==> src/rtl/keccak_digest_serializer_pkg.sv <==
// rtl/keccak_digest_serializer_pkg.sv - shared constants and types for the keccak digest serializer
package keccak_digest_serializer_pkg;

    localparam int DIGEST_W = 512;

    typedef enum logic {
        ST_IDLE = 1'b0,
        ST_SEND = 1'b1
    } state_e;

    // Word counter width; a single-word digest still needs one bit.
    function automatic int cnt_width(input int n);
        return (n > 1) ? $clog2(n) : 1;
    endfunction

endpackage

==> src/rtl/keccak_digest_serializer_if.sv <==
// rtl/keccak_digest_serializer_if.sv - valid/ready word stream carrying the serialized digest
interface keccak_digest_serializer_if #(
    parameter int DW = 64
);
    logic [DW-1:0] m_data;
    logic          m_valid;
    logic          m_last;
    logic          m_ready;

    modport master (
        output m_data,
        output m_valid,
        output m_last,
        input  m_ready
    );

    modport slave (
        input  m_data,
        input  m_valid,
        input  m_last,
        output m_ready
    );
endinterface

==> src/rtl/keccak_digest_serializer.sv <==
// rtl/keccak_digest_serializer.sv - captures a keccak digest on out_ready rise and streams it as DW-bit words
module keccak_digest_serializer
    import keccak_digest_serializer_pkg::*;
#(
    parameter int DW       = 64,
    parameter int OUT_BITS = 512
) (
    input  logic                      clk,
    input  logic                      rst,
    input  logic [DIGEST_W-1:0]       hash_in,
    input  logic                      hash_ready,
    keccak_digest_serializer_if.master m_if,
    output logic                      busy,
    output logic                      overrun,
    input  logic                      clr_ovr
);

    localparam int NWORDS = OUT_BITS / DW;
    localparam int CW     = cnt_width(NWORDS);
    localparam logic [CW-1:0] LAST_IDX = CW'(NWORDS - 1);

    if ((OUT_BITS % DW) != 0 || OUT_BITS > DIGEST_W || NWORDS < 1) begin : g_bad_params
        $error("keccak_digest_serializer: OUT_BITS must be a multiple of DW and <= DIGEST_W");
    end

    if (OUT_BITS < DIGEST_W) begin : g_trunc
        logic unused_hash;
        assign unused_hash = ^hash_in[DIGEST_W-1:OUT_BITS];
    end

    state_e              state_q, state_d;
    logic                hr_q;
    logic [OUT_BITS-1:0] buf_q, buf_d;
    logic [CW-1:0]       cnt_q, cnt_d;
    logic                ovr_q, ovr_d;

    logic rise;
    logic xfer;
    logic at_last;
    logic final_xfer;

    // hr_q resets high so a digest already presented across reset is not re-captured.
    assign rise       = hash_ready & ~hr_q;
    assign at_last    = (cnt_q == LAST_IDX);
    assign xfer       = (state_q == ST_SEND) & m_if.m_ready;
    assign final_xfer = xfer & at_last;

    always_ff @(posedge clk) begin
        if (rst) begin
            state_q <= ST_IDLE;
            hr_q    <= 1'b1;
            buf_q   <= '0;
            cnt_q   <= '0;
            ovr_q   <= 1'b0;
        end else begin
            state_q <= state_d;
            hr_q    <= hash_ready;
            buf_q   <= buf_d;
            cnt_q   <= cnt_d;
            ovr_q   <= ovr_d;
        end
    end

    always_comb begin
        state_d = state_q;
        buf_d   = buf_q;
        cnt_d   = cnt_q;
        ovr_d   = ovr_q;
        if (clr_ovr) begin
            ovr_d = 1'b0;
        end
        case (state_q)
            ST_IDLE: begin
                if (rise) begin
                    state_d = ST_SEND;
                    buf_d   = hash_in[OUT_BITS-1:0];
                    cnt_d   = '0;
                end
            end
            ST_SEND: begin
                if (final_xfer) begin
                    cnt_d = '0;
                    if (rise) begin
                        buf_d = hash_in[OUT_BITS-1:0];
                    end else begin
                        state_d = ST_IDLE;
                    end
                end else begin
                    if (xfer) begin
                        cnt_d = cnt_q + 1'b1;
                    end
                    // A digest arriving mid-stream is dropped; the set beats a same-cycle clear.
                    if (rise) begin
                        ovr_d = 1'b1;
                    end
                end
            end
            default: begin
                state_d = ST_IDLE;
            end
        endcase
    end

    always_comb begin
        m_if.m_valid = (state_q == ST_SEND);
        m_if.m_last  = (state_q == ST_SEND) & at_last;
        m_if.m_data  = buf_q[int'(cnt_q) * DW +: DW];
        busy         = (state_q == ST_SEND);
        overrun      = ovr_q;
    end

endmodule

==> src/flat_wrapper.sv <==
// flat-port wrapper written by rule: the top's interface ports become plain ports
module keccak_digest_serializer_flat import keccak_digest_serializer_pkg::*;
#(
    parameter int DW       = 64,
    parameter int OUT_BITS = 512
)
  (clk, rst, hash_in, hash_ready, busy, overrun, clr_ovr, m_if_m_data, m_if_m_valid, m_if_m_last, m_if_m_ready);
  keccak_digest_serializer_if #(.DW(DW)) m_if_i ();
  input  logic clk;
  input  logic rst;
  input  logic [DIGEST_W-1:0] hash_in;
  input  logic hash_ready;
  output logic busy;
  output logic overrun;
  input  logic clr_ovr;
  output wire logic [$bits(m_if_i.m_data)-1:0] m_if_m_data;
  output wire logic [$bits(m_if_i.m_valid)-1:0] m_if_m_valid;
  output wire logic [$bits(m_if_i.m_last)-1:0] m_if_m_last;
  input wire logic [$bits(m_if_i.m_ready)-1:0] m_if_m_ready;
  assign m_if_m_data = m_if_i.m_data;
  assign m_if_m_valid = m_if_i.m_valid;
  assign m_if_m_last = m_if_i.m_last;
  assign m_if_i.m_ready = m_if_m_ready;
  keccak_digest_serializer #(.DW(DW), .OUT_BITS(OUT_BITS)) u_core (.clk(clk), .rst(rst), .hash_in(hash_in), .hash_ready(hash_ready), .m_if(m_if_i), .busy(busy), .overrun(overrun), .clr_ovr(clr_ovr));
endmodule
==> config.mk <==
export PLATFORM = sky130hd
export DESIGN_NAME = keccak_digest_serializer_flat
export DESIGN_NICKNAME = d
export VERILOG_FILES = /design/src/rtl/keccak_digest_serializer_pkg.sv /design/src/rtl/keccak_digest_serializer_if.sv /design/src/rtl/keccak_digest_serializer.sv /design/src/flat_wrapper.sv
export SDC_FILE = /design/constraint.sdc
export NUM_CORES = 1
export LEC_CHECK = 0
export CAP_MARGIN = 20
export CORE_MARGIN = 2
export CORE_UTILIZATION = 40
export CTS_CLUSTER_SIZE = 25
export DETAILED_ROUTE_END_ITERATION = 12
export GPL_TIMING_DRIVEN = 0
export HOLD_SLACK_MARGIN = 0.03
export PLACE_DENSITY = 0.66
export SYNTH_ARGS = -nofsm -noshare
export SYNTH_HDL_FRONTEND = slang
export SYNTH_SLANG_ARGS = --single-unit
==> constraint.sdc <==
create_clock -name clk -period 5 [get_ports clk]
set_input_delay 1 -clock clk [delete_from_list [all_inputs] [get_ports clk]]
set_output_delay 1 -clock clk [all_outputs]
set_load 0.01 [all_outputs]
==> results.txt <==
status - complete, no violations
RD Place Congestion - 0.9377
RSZ-0062 raised after global routing - false
Max IR drop VDD - 0.2732 mV
# fillers - 5645
vias in the first global route - 24868
I/O pin count - 585
Die Area - 64940 sq um
share of layout cells above drive strength 1 - 14.29%
Sequential Area - 10370 sq um
FF-to-FF Start - u_core.cnt_q[1]
worst r2r dst - u_core.buf_q[315]
Final Util - 55.20%
Yosys reg bits - 518
startpoint types - register
hpwl dp - 88260 microns
DRT antenna net count - 0
Die X-Extent - 254.8 microns
Clock transition at path regs - 0.06 ns
Avg Inst Size Synth - 9.714 sq um
CTS tree - built
final setup vio count - 0
pwr/cell area - 300.2 nW/um^2
synth unique cells - 25
Remaining Overflow, GRT - 0
Post-CTS Setup Repair Bufs - 0
WP buf/inv - 3
Vias - 24945
Synth area leaders - dfxtp_1, or3b_1, mux4_2
max_cap viols - 0
Root Driver - clkbuf_16
Post-Synthesis Cells - 2591
Longest Clk Path Bufs - 3
Post-Place Cells - 4017
die height - 254.8 microns
clk_skew - 0.02298 ns
initial antenna violation count - 27
critical path class - reg -> out
cell area after synthesis - 25170 sq um
area leader, netlist - dfxtp_1
stages on the worst setup path - 5
# hold bufs at CTS - 0
CTS Buf Count - 56
IO buf count - 583
aggregate routed wire length - 115000 microns
Synth Net Count - 3110
CP max stage delay - 0.75 ns
via-per-instance ratio - 6.024
TritonRoute pass-1 iters - 6
Multi-input gate area - 13370 sq um
cell family with most CP delay - buffers and inverters
Avg WL per Cell - 27.76 microns
worst min-delay path category - reg -> reg
leakage - 11.31 nW
Worst setup EP type - output pin
largest net degree at the start of global routing - 15
count of pins over their slew limit - 0
final instance area - 34190 sq um
Iteration-0 DRC Markers - 2187
placement-stage cell area - 32150 sq um
first-pass GRT wire length - 162200 microns
slowest CP cell - clkbuf_1
Non-Filler Instances - 4141
Crit. Startpoint - u_core.cnt_q[1]
P&R area growth vs syn - 35.85%
Arrival @ worst endpoint - 3.48 ns
critical path required time - 4.00 ns
fin nets - 3757
Synth top area share - 41.20%
Highest Clock Rate - 223.4 MHz
clk sink count - 518
Core Region - 61940 sq um
# rows - 91
post-route clock period utilization - 89.52%
setup TNS - 0 ns
Starting Density - 40.63%
commonest non-fill, non-tap cell in the layout - clkdlybuf4s50_1
H-tree depth - 2
sequential area share after synthesis - 41.20%
reg-to-reg slack, setup - 2.03 ns
CP Max Fanout - 10
worst-margin pin slew - 1.238 ns
Slew HR - 17.46%
DRC Markers - 0
Final Hold Fails - 0
Resized cells post-CTS - 0
CP Cell Sequence - buf_2 -> clkbuf_1 -> mux4_2 -> mux2_2 -> clkdlybuf4s50_1
critical path endpoint - m_if_m_data[1]
min Tclk post-route - 4.476 ns
Yosys Warn Count - 0
most frequent cells in the layout - clkdlybuf4s50_1, dfxtp_1, a21oi_1
FF-to-FF path depth - 7
GRT Util Overall - 34.23%
later-pin clock latency in the skew report - 0.62 ns
-- power by group --
part / internal [mW] / leakage, nW / switching (mW) / total [mW]
clock: 2.71 / 0.973 / 1.83 / 4.54
combinational: 0.688 / 6.13 / 0.696 / 1.38
sequential: 4.27 / 4.21 / 0.0768 / 4.34
total: 7.67 / 11.3 / 2.60 / 10.3
-- state kept, by name (all words and copies together), names as in the netlist --
register	flops
u_core.buf_q	512
u_core.cnt_q	3
u_core.busy	1
u_core.overrun	1
u_core.hr_q	1
-- metal layers --
metal	share of wire (%)	global-route usage, %	vias up
li1	-	-	11024
met2	47	55.86	1354
met4	5.3	18.08	6
met1	39	43.81	12267
met5	0.038	0	-
met3	8.4	5.329	294
-- how the worst min path moves through the flow --
stage / from / endpoint / slack [ns] / depth (start not counted)
final: u_core.buf_q[241] / u_core.buf_q[241] / 0.47 / 2
after global routing: u_core.buf_q[389] / u_core.buf_q[389] / 0.49 / 2
after CTS: u_core.buf_q[250] / u_core.buf_q[250] / 0.47 / 2
after floorplan: u_core.buf_q[491] / u_core.buf_q[491] / 0.45 / 2
after global placement: u_core.buf_q[123] / u_core.buf_q[123] / 0.46 / 2
after detailed placement: u_core.buf_q[250] / u_core.buf_q[250] / 0.46 / 2
-- cells in the mapped netlist, drive strengths merged --
library cell  count
or2               1
nor2              1
a31oi             1
mux4            128
a21boi            1
dfxtp           518
or3b            513
buf              80
ha                2
a21oi           516
and2              1
nand4             1
nand2b            3
o21ai           512
nand3             3
clkbuf          242
nand2             3
mux2             64
nor4bb            1
-- worst min-delay path: cells and delay by family (launching register included) --
kind	cells	cell delay, ns
DFF	1	0.30
AOI/OAI and AO/OA	2	0.12
-- cells by family (layout without fill, tap and decap cells) --
kind of cell             Yosys count  count (layout)  synth area share, %
buffers and inverters            322            1013                5.677
AND/OR/NAND/NOR                  527             527                18.16
adder cells (fa/ha/maj)            2               2              0.09941
flip-flops                       518             518                41.20
other                              0              22                    0
multiplexers                     192             192                14.32
AO/OA/AOI/OAI                   1030            1030                20.54
-- metrics by stage --
stage | hold slack, ns | setup WS [ns] | total power, mW
2_1_floorplan | 0.4504 | 2.388 | 4.965
3_3_place_gp | 0.4572 | 1.011 | 5.763
3_5_place_dp | 0.4646 | 1.194 | 5.783
4_1_cts | 0.4729 | 0.5409 | 10.24
5_1_grt | 0.4910 | 0.4804 | 10.50
6_report | 0.4746 | 0.5238 | 10.26
-- layout make-up --
type	count	area share, %
plain buffers	322	4.179
clock inverters	22	0.9368
clock buffers	80	4.863
well taps	837	3.063
multi-input cells	1751	39.10
repair buffers	589	17.37
diodes	22	0.1610
flip-flops and latches	518	30.33
Note: power is estimated with default switching activity, not from simulation.
